**src/rtl/cpu_pkg.sv**
```systemverilog
// ---------------------------------------------------------------------------
// cpu_pkg
// Shared definitions for the small accumulator-less register CPU.
//   - stage_e  : one encoding for the five pipeline-less execution stages
//   - OP_*     : 4-bit opcode constants found in the top nibble of word A
//   - alu_op_e : operation select for the alu_p sub-module
//   - is_illegal_op : opcodes reserved but not defined (executed as NOP)
// ---------------------------------------------------------------------------
package cpu_pkg;

    typedef enum logic [2:0] {
        ST_WAIT   = 3'd0,
        ST_FETCHA = 3'd1,
        ST_FETCHB = 3'd2,
        ST_EXECA  = 3'd3,
        ST_EXECB  = 3'd4
    } stage_e;

    localparam logic [3:0] OP_NOP = 4'd0;
    localparam logic [3:0] OP_LDI = 4'd1;
    localparam logic [3:0] OP_LD  = 4'd2;
    localparam logic [3:0] OP_ST  = 4'd3;
    localparam logic [3:0] OP_ADD = 4'd4;
    localparam logic [3:0] OP_SUB = 4'd5;
    localparam logic [3:0] OP_AND = 4'd6;
    localparam logic [3:0] OP_OR  = 4'd7;
    localparam logic [3:0] OP_JMP = 4'd8;
    localparam logic [3:0] OP_JZ  = 4'd9;
    localparam logic [3:0] OP_JC  = 4'd10;
    localparam logic [3:0] OP_HLT = 4'd15;

    // The ALU opcodes 4..7 map directly onto the low two opcode bits.
    typedef enum logic [1:0] {
        ALU_ADD = 2'd0,
        ALU_SUB = 2'd1,
        ALU_AND = 2'd2,
        ALU_OR  = 2'd3
    } alu_op_e;

    function automatic logic is_illegal_op(input logic [3:0] op);
        return (op >= 4'd11) && (op <= 4'd14);
    endfunction

endpackage

```
**src/rtl/alu_p.sv**
```systemverilog
// ---------------------------------------------------------------------------
// alu_p
// Purely combinational DW-bit ALU used by cpu_core.
// Ports:
//   op     in  alu_op_e  ADD / SUB / AND / OR select
//   a, b   in  DW        operands (a = rd value, b = rs value)
//   result out DW        operation result (ADD/SUB wrap modulo 2^DW)
//   carry  out 1         ADD: carry out; SUB: borrow (a < b unsigned); AND/OR: 0
//   zero   out 1         result == 0
// ---------------------------------------------------------------------------
module alu_p
    import cpu_pkg::*;
#(
    parameter int DW = 8
) (
    input  alu_op_e       op,
    input  logic [DW-1:0] a,
    input  logic [DW-1:0] b,
    output logic [DW-1:0] result,
    output logic          carry,
    output logic          zero
);

    logic [DW:0] sum_ext;

    // The extended sum gives the ADD carry for free; SUB borrow is the plain
    // unsigned compare so it does not depend on two's-complement tricks.
    always_comb begin
        sum_ext = {1'b0, a} + {1'b0, b};
        result  = '0;
        carry   = 1'b0;
        case (op)
            ALU_ADD: begin
                result = sum_ext[DW-1:0];
                carry  = sum_ext[DW];
            end
            ALU_SUB: begin
                result = a - b;
                carry  = (a < b);
            end
            ALU_AND: result = a & b;
            ALU_OR:  result = a | b;
            default: begin
                result = '0;
                carry  = 1'b0;
            end
        endcase
    end

    assign zero = (result == '0);

endmodule

```
**src/rtl/cpu_core.sv**
```systemverilog
// ---------------------------------------------------------------------------
// cpu_core
// Multi-cycle two-word-instruction CPU. Every instruction is fetched as
// word A (opcode in the top nibble, rd in the low bits) and word B (rs,
// immediate or address), then executed in EXECA (memory access for LD/ST
// only) and EXECB (writeback, flags, branches, halting).
// Ports:
//   clk, rst              clock, synchronous active-high reset
//   run                   leave WAIT (only while halt is low)
//   halt                  stop at the end of the current instruction
//   mem_req/mem_we        access request / write strobe, held until mem_ack
//   mem_addr/mem_wdata    access address / store data, held until mem_ack
//   mem_rdata/mem_ack     read data (valid with ack) / access completion
//   pc_out                program counter
//   waits..execb          one-hot stage indicators
//   cflag, zflag          carry/borrow and zero flags
//   illegal               one-cycle pulse in EXECB for opcodes 11..14
// ---------------------------------------------------------------------------
module cpu_core
    import cpu_pkg::*;
#(
    parameter int DW   = 8,
    parameter int AW   = 8,
    parameter int NREG = 16
) (
    input  logic          clk,
    input  logic          rst,
    input  logic          run,
    input  logic          halt,
    output logic          mem_req,
    output logic          mem_we,
    output logic [AW-1:0] mem_addr,
    output logic [DW-1:0] mem_wdata,
    input  logic [DW-1:0] mem_rdata,
    input  logic          mem_ack,
    output logic [AW-1:0] pc_out,
    output logic          waits,
    output logic          fetcha,
    output logic          fetchb,
    output logic          execa,
    output logic          execb,
    output logic          cflag,
    output logic          zflag,
    output logic          illegal
);

    localparam int RW = (NREG > 1) ? $clog2(NREG) : 1;

    stage_e        state_q, state_d;
    logic [AW-1:0] pc_q, pc_d;
    logic [DW-1:0] word_a_q, word_a_d;
    logic [DW-1:0] word_b_q, word_b_d;
    logic [DW-1:0] ld_data_q, ld_data_d;
    logic [DW-1:0] regs_q [NREG];
    logic [DW-1:0] regs_d [NREG];
    logic          cflag_q, cflag_d;
    logic          zflag_q, zflag_d;
    logic          halt_pend_q, halt_pend_d;

    logic [3:0]    opcode;
    logic [RW-1:0] rd_idx;
    logic [RW-1:0] rs_idx;
    logic [DW-1:0] rd_val;
    logic [DW-1:0] rs_val;
    logic          is_mem_op;
    logic [DW-1:0] alu_result;
    logic          alu_carry;
    logic          alu_zero;

    assign opcode    = word_a_q[DW-1:DW-4];
    assign rd_idx    = word_a_q[RW-1:0];
    assign rs_idx    = word_b_q[RW-1:0];
    assign rd_val    = regs_q[rd_idx];
    assign rs_val    = regs_q[rs_idx];
    assign is_mem_op = (opcode == OP_LD) || (opcode == OP_ST);

    // Word A bits between the register field and the opcode carry no meaning.
    generate
        if (DW - 4 > RW) begin : g_spare_bits
            logic unused_word_a_bits;
            assign unused_word_a_bits = ^word_a_q[DW-5:RW];
        end
    endgenerate

    alu_p #(
        .DW(DW)
    ) u_alu (
        .op     (alu_op_e'(opcode[1:0])),
        .a      (rd_val),
        .b      (rs_val),
        .result (alu_result),
        .carry  (alu_carry),
        .zero   (alu_zero)
    );

    // Memory interface is decoded from the registered state and words only,
    // so address/strobe/data cannot move while an access waits for mem_ack.
    always_comb begin
        mem_req   = 1'b0;
        mem_we    = 1'b0;
        mem_addr  = pc_q;
        mem_wdata = rd_val;
        case (state_q)
            ST_FETCHA, ST_FETCHB: begin
                mem_req  = 1'b1;
                mem_addr = pc_q;
            end
            ST_EXECA: begin
                mem_req  = is_mem_op;
                mem_we   = (opcode == OP_ST);
                mem_addr = word_b_q[AW-1:0];
            end
            default: begin
                mem_req = 1'b0;
                mem_we  = 1'b0;
            end
        endcase
    end

    assign pc_out  = pc_q;
    assign waits   = (state_q == ST_WAIT);
    assign fetcha  = (state_q == ST_FETCHA);
    assign fetchb  = (state_q == ST_FETCHB);
    assign execa   = (state_q == ST_EXECA);
    assign execb   = (state_q == ST_EXECB);
    assign cflag   = cflag_q;
    assign zflag   = zflag_q;
    // EXECB always lasts exactly one cycle, which makes this a single pulse.
    assign illegal = (state_q == ST_EXECB) && is_illegal_op(opcode);

    // Next-state and datapath updates. A halt request is remembered from any
    // cycle and only acted upon when the current instruction has retired.
    always_comb begin
        state_d     = state_q;
        pc_d        = pc_q;
        word_a_d    = word_a_q;
        word_b_d    = word_b_q;
        ld_data_d   = ld_data_q;
        regs_d      = regs_q;
        cflag_d     = cflag_q;
        zflag_d     = zflag_q;
        halt_pend_d = halt_pend_q | halt;

        case (state_q)
            ST_WAIT: begin
                if (run && !halt) begin
                    state_d = ST_FETCHA;
                end
            end
            ST_FETCHA: begin
                if (mem_ack) begin
                    word_a_d = mem_rdata;
                    pc_d     = pc_q + AW'(1);
                    state_d  = ST_FETCHB;
                end
            end
            ST_FETCHB: begin
                if (mem_ack) begin
                    word_b_d = mem_rdata;
                    pc_d     = pc_q + AW'(1);
                    state_d  = ST_EXECA;
                end
            end
            ST_EXECA: begin
                if (!is_mem_op) begin
                    state_d = ST_EXECB;
                end else if (mem_ack) begin
                    if (opcode == OP_LD) begin
                        ld_data_d = mem_rdata;
                    end
                    state_d = ST_EXECB;
                end
            end
            ST_EXECB: begin
                case (opcode)
                    OP_LDI: regs_d[rd_idx] = word_b_q;
                    OP_LD:  regs_d[rd_idx] = ld_data_q;
                    OP_ADD, OP_SUB, OP_AND, OP_OR: begin
                        regs_d[rd_idx] = alu_result;
                        cflag_d        = alu_carry;
                        zflag_d        = alu_zero;
                    end
                    OP_JMP: pc_d = word_b_q[AW-1:0];
                    OP_JZ: begin
                        if (zflag_q) begin
                            pc_d = word_b_q[AW-1:0];
                        end
                    end
                    OP_JC: begin
                        if (cflag_q) begin
                            pc_d = word_b_q[AW-1:0];
                        end
                    end
                    default: begin
                        pc_d = pc_q;
                    end
                endcase

                if (halt_pend_q || halt || (opcode == OP_HLT)) begin
                    state_d     = ST_WAIT;
                    halt_pend_d = 1'b0;
                end else begin
                    state_d = ST_FETCHA;
                end
            end
            default: begin
                state_d = ST_WAIT;
            end
        endcase
    end

    // State register. Reset wins over everything, so an access still waiting
    // for mem_ack is simply dropped.
    always_ff @(posedge clk) begin
        if (rst) begin
            state_q     <= ST_WAIT;
            pc_q        <= '0;
            word_a_q    <= '0;
            word_b_q    <= '0;
            ld_data_q   <= '0;
            regs_q      <= '{default: '0};
            cflag_q     <= 1'b0;
            zflag_q     <= 1'b0;
            halt_pend_q <= 1'b0;
        end else begin
            state_q     <= state_d;
            pc_q        <= pc_d;
            word_a_q    <= word_a_d;
            word_b_q    <= word_b_d;
            ld_data_q   <= ld_data_d;
            regs_q      <= regs_d;
            cflag_q     <= cflag_d;
            zflag_q     <= zflag_d;
            halt_pend_q <= halt_pend_d;
        end
    end

endmodule

```
**config.mk**
```make
export PLATFORM = sky130hd
export DESIGN_NAME = cpu_core
export DESIGN_NICKNAME = d
export VERILOG_FILES = /design/src/rtl/cpu_pkg.sv /design/src/rtl/alu_p.sv /design/src/rtl/cpu_core.sv
export SDC_FILE = /design/constraint.sdc
export NUM_CORES = 1
export LEC_CHECK = 0
export CORE_UTILIZATION = 40
export CTS_CLUSTER_DIAMETER = 150
export DETAILED_ROUTE_END_ITERATION = 10
export GPL_TIMING_DRIVEN = 0
export MAX_ROUTING_LAYER = met4
export SKIP_CTS_REPAIR_TIMING = 1
export SLEW_MARGIN = 15
export SYNTH_ARGS = -nofsm -noshare
export SYNTH_HDL_FRONTEND = slang
export SYNTH_SLANG_ARGS = --single-unit
```
**constraint.sdc**
```tcl
create_clock -name clk -period 4.8 [get_ports clk]
set_clock_uncertainty 0.15 [all_clocks]
set_input_delay 0.72 -clock clk [delete_from_list [all_inputs] [get_ports clk]]
set_output_delay 0.72 -clock clk [all_outputs]
set_load 0.02 [all_outputs]
```
==> out/qor.yml, run 1 <==
synthXorXnorAreaFrac_pct: 0.249
synth_compound_gate_area_share_pct: 21.9
use_met1_pct: 38.6
crit_fanout: 10
dieArea_mm2: 0.0270
cts-htree-levels: 4
clk_pin_slew_ns: 0.07
setup_viol: 0
rows: 59
layout.cells.non_filler: 1636
grt_util_met3_pct: 4.12
grt_use_met2_pct: 45.4
synth_top_family_by_area: "compound AO/OA/AOI/OAI gates"
final-hold-violation-count: 0
final_cell_mix: "224 x nor2_1, 163 x dfxtp_1, 114 x a211oi_1"
critPathLaunchType: "flip-flop"
power_mw: 3.88
irDropWorstVdd_uv: 266
drcViolationCount: 0
cts_tree: "done"
overflow: 0
antenna_found_initial: 0
grt_max_degree: 18
fill_cells: 2528
clockBufferDepth: 2
cts_buffers: 17
seq_area_frac_synth_pct: 31.5
synth_cell_types: 67
routabilityCongestion: 0.963
power_density_mw_per_mm2: 316
synthesis.nets: 1255
port_buffers: 46
synth-edff-count: 0
syn_area_mm2: 0.0105
synth_mux_area_share_pct: 19.7
min_period_over_period_pct: 98.9
slew_headroom_pct: 19.4
crit_type: "reg -> reg"
nets: 1328
die-width_um: 164
grtUsageTotal_pct: 29.2
worstPathRequired_ns: 4.99
vias: 10226
grt_pass1_vias: 9406
cap_viol_max_count: 0
ctsRootBufferMaster: "clkbuf_16"
synth_ff_type: "dfxtp_1"
dr.pass1.iters: 6
fmax_ghz: 0.211
dpl.cell_count: 1598
drive_gt1_share_pct: 14.1
whs_ns: 0.334
syn_avg_cell_area_um2: 8.67
dpl.hpwl_mm: 28.1
rsz0062_at_grt: "false"
async_flop_share_pct: 0
ant_nets: 0
layout_commonest_cell: "nor2_1"
crit_path_end_kind: "flip-flop"
drt_iter0_markers: 1196
wire_per_inst_um: 23.1
initial_core_util_pct: 40.6
hold_class: "reg -> reg"
worstMarginPinSlew_ns: 1.20
worst_slack_ns: 0.0550
status: "finished, final reports clean"
core_area_mm2: 0.0260
synthAdderAreaFrac_pct: 3.35
wl_mm: 37.7
dieHeight_um: 164
maxSlewViolCount: 0
n_antenna_cell: 0
crit_arrival_ns: 4.94
dp_slack_ns: -1.68
yosys_warnings: 0
grt_pass1_wl_mm: 56.7
top_usage_layer: "met2"
fin_crit_ns: 4.75
p_leak_nw: 3.83
ys_seq_elements: 166
num_io_pins: 47
synthCells: 1215
cts.sinks: 166
viasPerCell: 6.25
setup_tns_ns: 0
clk_latency_ns: 0.44
yosys.area_share.simple_pct: 18.1
synthToLayoutAreaGrowth_pct: 16.5
worst paths after layout:
path               start           to  slack [ns]  cells after the start
min reg2reg  halt_pend_q  halt_pend_q        0.33                      2
max          word_b_q[1]    flip-flop        0.05                     12
max reg2reg  word_b_q[1]    flip-flop        0.05                     12
min          halt_pend_q  halt_pend_q        0.33                      2
stage by stage:
step / utilization (%) / instance area [µm²]
CTS: 46.3 / 12000
global placement: 44.0 / 11400
global route: 47.3 / 12300
detailed placement: 44.0 / 11400
finish: 47.3 / 12300
floorplan: - / 10500
critical path, cell delays in order, from the launching register on:
cell      delay [ns]
dfxtp_4         0.48
clkbuf_2        0.42
mux4_2          0.45
mux4_2          0.52
inv_1           0.17
ha_1            0.27
a211oi_2        0.35
nor3_1          0.09
or3b_2          0.44
a211o_1         0.36
o2111a_1        0.37
clkbuf_1        0.28
a211oi_1        0.27
routing by layer:
| metal | part of all wire, % | wire (µm) |
|---|---|---|
| met4 | 3.1 | 1180 |
| met5 | 0 | 0 |
| met3 | 8.1 | 3060 |
| met1 | 42 | 16000 |
| met2 | 46 | 17500 |
synthesized netlist by cell type (all sizes together), types with 4 or more instances:
cell,count,area share (%)
buf,33,1.6
ha,25,3.0
or2,4,0.24
clkbuf,65,2.3
nand2,102,3.6
nand3,18,0.85
a21oi,73,3.5
nor2,224,8.0
mux2i,22,2.1
a211oi,116,8.3
mux4,82,18
inv,33,1.2
a311oi,17,1.4
o21ai,86,4.1
nor2b,14,0.83
nor3,19,0.90
nand3b,7,0.50
nor4,4,0.24
and2,4,0.24
dfxtp,166,32
a221o,16,1.5
nand2b,26,1.5
nor3b,4,0.28
power by group:
| group | leakage (nW) | internal [mW] | switching, mW |
|---|---|---|---|
| Clock | 0.298 | 0.756 | 0.666 |
| Combinational | 2.19 | 0.348 | 0.668 |
| Sequential | 1.34 | 1.41 | 0.0373 |
| Total | 3.83 | 2.51 | 1.37 |
cell families (layout without fill, tap and decap cells):
| family | Yosys count | count (layout) |
|---|---|---|
| multiplexers | 105 | 105 |
| flip-flops | 166 | 166 |
| XOR/XNOR | 3 | 3 |
| buffers and inverters | 131 | 217 |
| adder cells (fa/ha/maj) | 27 | 27 |
| AND/OR/NAND/NOR | 438 | 438 |
| AO/OA/AOI/OAI | 345 | 345 |
layout make-up:
class	instances	area, µm²	share of cell area, %
Buffer	93	488	3.97
Clock buffer	18	439	3.58
Clock inverter	14	159	1.29
Inverter	33	124	1.01
Multi-Input combinational cell	918	6760	55.0
Sequential cell	166	3330	27.1
Tap cell	335	419	3.41
Timing Repair Buffer	59	566	4.60
(Power assumes the default switching activity.)
==> run 2, diff against run 1 <==
Settings changed: ABC_AREA from default to 1, CTS_CLUSTER_DIAMETER 150 to 40.
==> out/qor.yml, run 2 <==
post-route-util_pct: 46.5
antenna_found_initial: 0
synthToLayoutAreaGrowth_pct: 13.6
cts-htree-levels: 4
clk_latency_ns: 0.48
die-width_um: 185
drive_gt1_share_pct: 6.29
grt_use_met2_pct: 67.8
status: "finished, final reports clean"
async_flop_share_pct: 0
p_comb_share_pct: 55.5
use_met1_pct: 54.5
fin_crit_ns: 4.69
setup_viol: 0
port_buffers: 45
path_delay_family: "simple AND/OR/NAND/NOR gates"
cts_tree: "done"
crit_arrival_ns: 4.94
final-hold-violation-count: 0
synth_ff_type: "dfxtp_1"
dieHeight_um: 185
yosys_warnings: 0
synth.cells.most_frequent: "418 x nand2_1, 309 x o21ai_0, 303 x inv_1"
overflow: 0
crit_path_top_delay_cell: "clkbuf_2"
ys_seq_elements: 166
seq_area_frac_synth_pct: 24.8
clk_pin_slew_ns: 0.09
worst-path-buf-inv: 7
crit_fanout: 10
drcViolationCount: 0
clockBufferDepth: 2
grtUsageTotal_pct: 45.8
power_density_mw_per_mm2: 442
crit_chain: "inv_1 -> nand2_2 -> clkbuf_2 -> o22ai_1 -> o21ai_1 -> nand4_1 -> buf_4 -> inv_1 -> ha_1 -> buf_2 -> nor2_1 -> nand3_1 -> nand3_1 -> nand2_1 -> nand3_1 -> nand2_1 -> nand2_4 -> buf_4 -> inv_1 -> nor2_1 -> nand3_1 -> a21oi_1"
fill_cells: 3639
cpMostUsedCell: "nand3_1"
dp_slack_ns: -0.959
p_sw_mw: 3.72
critPathLaunchType: "flip-flop"
power.internal_mw: 3.02
hold_class: "reg -> reg"
synth_area_leader_cell: "dfxtp_1"
nets: 2426
dr.pass1.iters: 9
ctsRootBufferMaster: "clkbuf_16"
wire_per_inst_um: 27.0
grt_max_degree: 18
n_antenna_cell: 0
grt_pass1_wl_mm: 107
grt_pass1_vias: 15802
yosysMostFrequentCell: "nand2_1"
syn_area_mm2: 0.0134
synthCells: 2308
synth_area_leaders: "dfxtp_1 25%, nand2_1 12%, o21ai_0 12%"
synth_top_area_share_pct: 24.8
setup.worst_path.start: "word_a_q[1]"
layout_commonest_cell: "nand2_1"
rr_startpoint: "word_a_q[1]"
synth-edff-count: 0
dpl.hpwl_mm: 54.8
synthesis.nets: 2348
num_io_pins: 47
synth_cell_types: 39
min_period_over_period_pct: 97.7
core_area_mm2: 0.0328
swShare_pct: 55.2
vias: 17871
slew_headroom_pct: 15.4
top_usage_layer: "met2"
seqPwrFrac_pct: 22.7
dieArea_mm2: 0.0343
whs_ns: 0.323
critPathMaxStageDelay_ns: 0.47
crit_type: "reg -> reg"
cap_viol_max_count: 0
viasPerCell: 6.29
p_leak_nw: 5.81
rsz0062_at_grt: "false"
rows: 66
final_cell_mix: "408 x nand2_1, 303 x inv_1, 302 x o21ai_0"
pwr-share-clk_pct: 21.8
syn_avg_cell_area_um2: 5.81
irDropWorstVdd_uv: 277
fmax_ghz: 0.213
worst_slack_ns: 0.109
maxSlewViolCount: 0
cts_buffers: 17
crit_path_end_kind: "flip-flop"
routabilityCongestion: 1.09
grt_util_met3_pct: 12.7
worstPathRequired_ns: 5.05
wl_mm: 76.8
cts.sinks: 166
ant_nets: 0
initial_core_util_pct: 40.9
worstMarginPinSlew_ns: 1.27
drt_iter0_markers: 2467
run 2: cell count changes in the layout (fill, tap and decap cells not counted), sizes merged, moves of 25 or more:
cell / change
a21oi: +227
o21ai: +228
nand4: +25
nand2b: -26
mux4: -82
o22ai: +61
nand3: +177
a211oi: -114
nand2: +318
clkbuf: +52
inv: +288
o211ai: +47
run 2: area by class of cell:
cell class / count / area [µm²] / share of cell area, %
timing repair buffer: 62 / 578 / 3.79
tap: 442 / 553 / 3.63
sequential: 166 / 3330 / 21.8
clock inverter: 15 / 159 / 1.04
clock buffer: 17 / 425 / 2.79
buffer: 156 / 681 / 4.47
inverter: 326 / 1230 / 8.08
multi-input combinational: 1657 / 8290 / 54.4
run 2: routing by layer:
layer	up-vias	routed length (µm)
met1	8310	28900
met3	358	9750
met5	-	0
met4	0	5530
li1	7870	-
met2	1333	32600
run 2: power groups by stage:
stage                     Sequential [mW]  Combinational, mW  Clock, mW
after global placement               1.53               3.43          0
after CTS                            1.50               3.46       1.47
after detailed placement             1.53               3.45          0
final                                1.53               3.74       1.47
after global routing                 1.54               3.85       1.52
after floorplan                      1.54               1.88          0
run 2: worst min-delay path, delay by kind of cell, from the launching register on:
kind	cells	cell delay, ns
flops	1	0.32
simple gates	1	0.06
compound gates	1	0.06
run 2: worst paths after layout:
path | to | slack (ns) | depth (start not counted)
setup / recovery | zflag | 0.11 | 22
hold / removal | flip-flop | 0.32 | 2
setup reg to reg | zflag | 0.11 | 22
hold reg to reg | flip-flop | 0.32 | 2
run 2: cell families after synthesis:
kind of cell	share of synthesized area, %
compound gates	31.9
xor+xnor	0.0653
fa+ha+maj	2.63
buf+inv	13.8
flops	24.8
simple gates	26.8
run 2: metrics by stage:
step                cell area, µm²  setup TNS, ns  power, mW  instances
global placement             14400         -66.14       4.96       2795
global route                 15200              0       6.90       2841
finish                       15200              0       6.74       2841
detailed placement           14400         -64.67       4.98       2795
CTS                          15000         -69.10       6.43       2827
floorplan                    13400              0       3.42       2308
==> run 3, diff against run 2 <==
Clock period 4.8 ns to 4.2 ns, I/O delays scaled along.
==> out/qor.yml, run 3 (same netlist as run 2, synthesis figures left out) <==
status: "finished, final reports clean"
synthToLayoutAreaGrowth_pct: 16.3
crit_arrival_ns: 3.39
grtUsageTotal_pct: 45.8
n_antenna_cell: 0
cap_viol_max_count: 0
critPathLaunchType: "flip-flop"
dr.pass1.iters: 6
num_io_pins: 47
fin_crit_ns: 4.17
critPathMaxStageDelay_ns: 0.80
worst-path-buf-inv: 4
viasPerCell: 6.25
irDropWorstVdd_uv: 320
path_delay_family: "buffers and inverters"
post-route-util_pct: 47.6
clk_pin_slew_ns: 0.09
dieArea_mm2: 0.0343
grt_pass1_wl_mm: 107
cts_tree: "done"
layout_commonest_cell: "nand2_1"
core_area_mm2: 0.0328
initial_core_util_pct: 40.9
worstMarginPinSlew_ns: 1.28
crit_type: "reg -> out"
routabilityCongestion: 1.09
dpl.hpwl_mm: 54.8
ant_nets: 0
r2r-end: "zflag"
whs_ns: 0.325
clockBufferDepth: 2
wire_per_inst_um: 26.9
grt_max_degree: 18
power_mw: 7.98
crit_chain: "clkbuf_1 -> clkbuf_1 -> inv_1 -> o21ai_0 -> clkdlybuf4s50_1"
crit_path_top_delay_cell: "clkbuf_1"
rr_startpoint: "word_a_q[0]"
port_buffers: 45
p_leak_nw: 6.00
drive_gt1_share_pct: 8.39
cts_buffers: 17
maxSlewViolCount: 0
dieHeight_um: 185
clk_latency_ns: 0.48
fmax_ghz: 0.240
hold_class: "reg -> reg"
worstPathRequired_ns: 3.42
nets: 2446
crit_path_end_kind: "output pin"
wl_mm: 76.9
drt_iter0_markers: 2480
ctsRootBufferMaster: "clkbuf_16"
overflow: 0
final-hold-violation-count: 0
rows: 66
r2r_setup_slack_ns: 0.11
cpMostUsedCell: "clkbuf_1"
die-width_um: 185
vias: 17890
ff2ff_path_depth: 22
dpl.cell_count: 2795
antenna_found_initial: 0
setup_viol: 0
cts-htree-levels: 4
drcViolationCount: 0
final_cell_mix: "405 x nand2_1, 301 x inv_1, 288 x o21ai_0"
min_period_over_period_pct: 99.2
crit_fanout: 10
grt_pass1_vias: 15802
cts.sinks: 166
slew_headroom_pct: 14.4
min_delay_path_depth: 2
setup_tns_ns: 0
layout.cells.non_filler: 2861
power_density_mw_per_mm2: 512
## run 3: changes by cell type in the layout (fill, tap and decap cells not counted), moves of 4 or more
| cell | delta |
|---|---|
| nand3_1 | -4 |
| buf_8 | +4 |
| clkbuf_2 | -8 |
| clkbuf_4 | +6 |
| o21ai_2 | +6 |
| clkbuf_1 | -11 |
| o21ai_0 | -14 |
| o21ai_1 | +8 |
| buf_4 | +25 |
| nand3_2 | +4 |
## run 3: cell type report
class	count	area, µm²
fillers	3616	17200
multi-input cells	1657	8380
flip-flops and latches	166	3330
inverters	326	1230
plain buffers	154	767
repair buffers	84	743
well taps	442	553
clock buffers	17	425
clock inverters	15	159
## run 3: metrics by stage
stage | setup slack, ns | cell area [µm²]
after floorplan | 0.707 | 13400
after global placement | -1.59 | 14400
after detailed placement | -1.56 | 14400
after CTS | -1.60 | 15000
after global routing | -0.00426 | 15600
final | 0.0327 | 15600
## run 3: worst max path at each step
stage	start	end	slack, ns	depth (start not counted)
floorplan	word_a_q[1]	flip-flop	0.71	19
global placement	word_a_q[0]	flip-flop	-1.59	16
detailed placement	word_a_q[0]	flip-flop	-1.56	16
CTS	word_a_q[0]	flip-flop	-1.60	16
global route	word_a_q[1]	flip-flop	-0.004	20
finish	word_b_q[6]	mem_addr[6]	0.03	5
## run 3: where the power goes
| group | total [mW] | switching (mW) | internal, mW |
|---|---|---|---|
| sequential | 1.76 | 0.110 | 1.65 |
| clock | 1.68 | 0.842 | 0.842 |
| combinational | 4.54 | 3.39 | 1.15 |
## run 3: tightest hold or removal path, cell delays in order, from the launching register on
cell and delay [ns]:
dfxtp_1 0.32, nand2_1 0.06, a21oi_1 0.06
## run 3: routing by layer
metal,wire length [µm],GRT usage [%]
met4,5550,29.4
met2,32800,67.8
met1,28900,54.5
met3,9730,12.7
met5,0,-
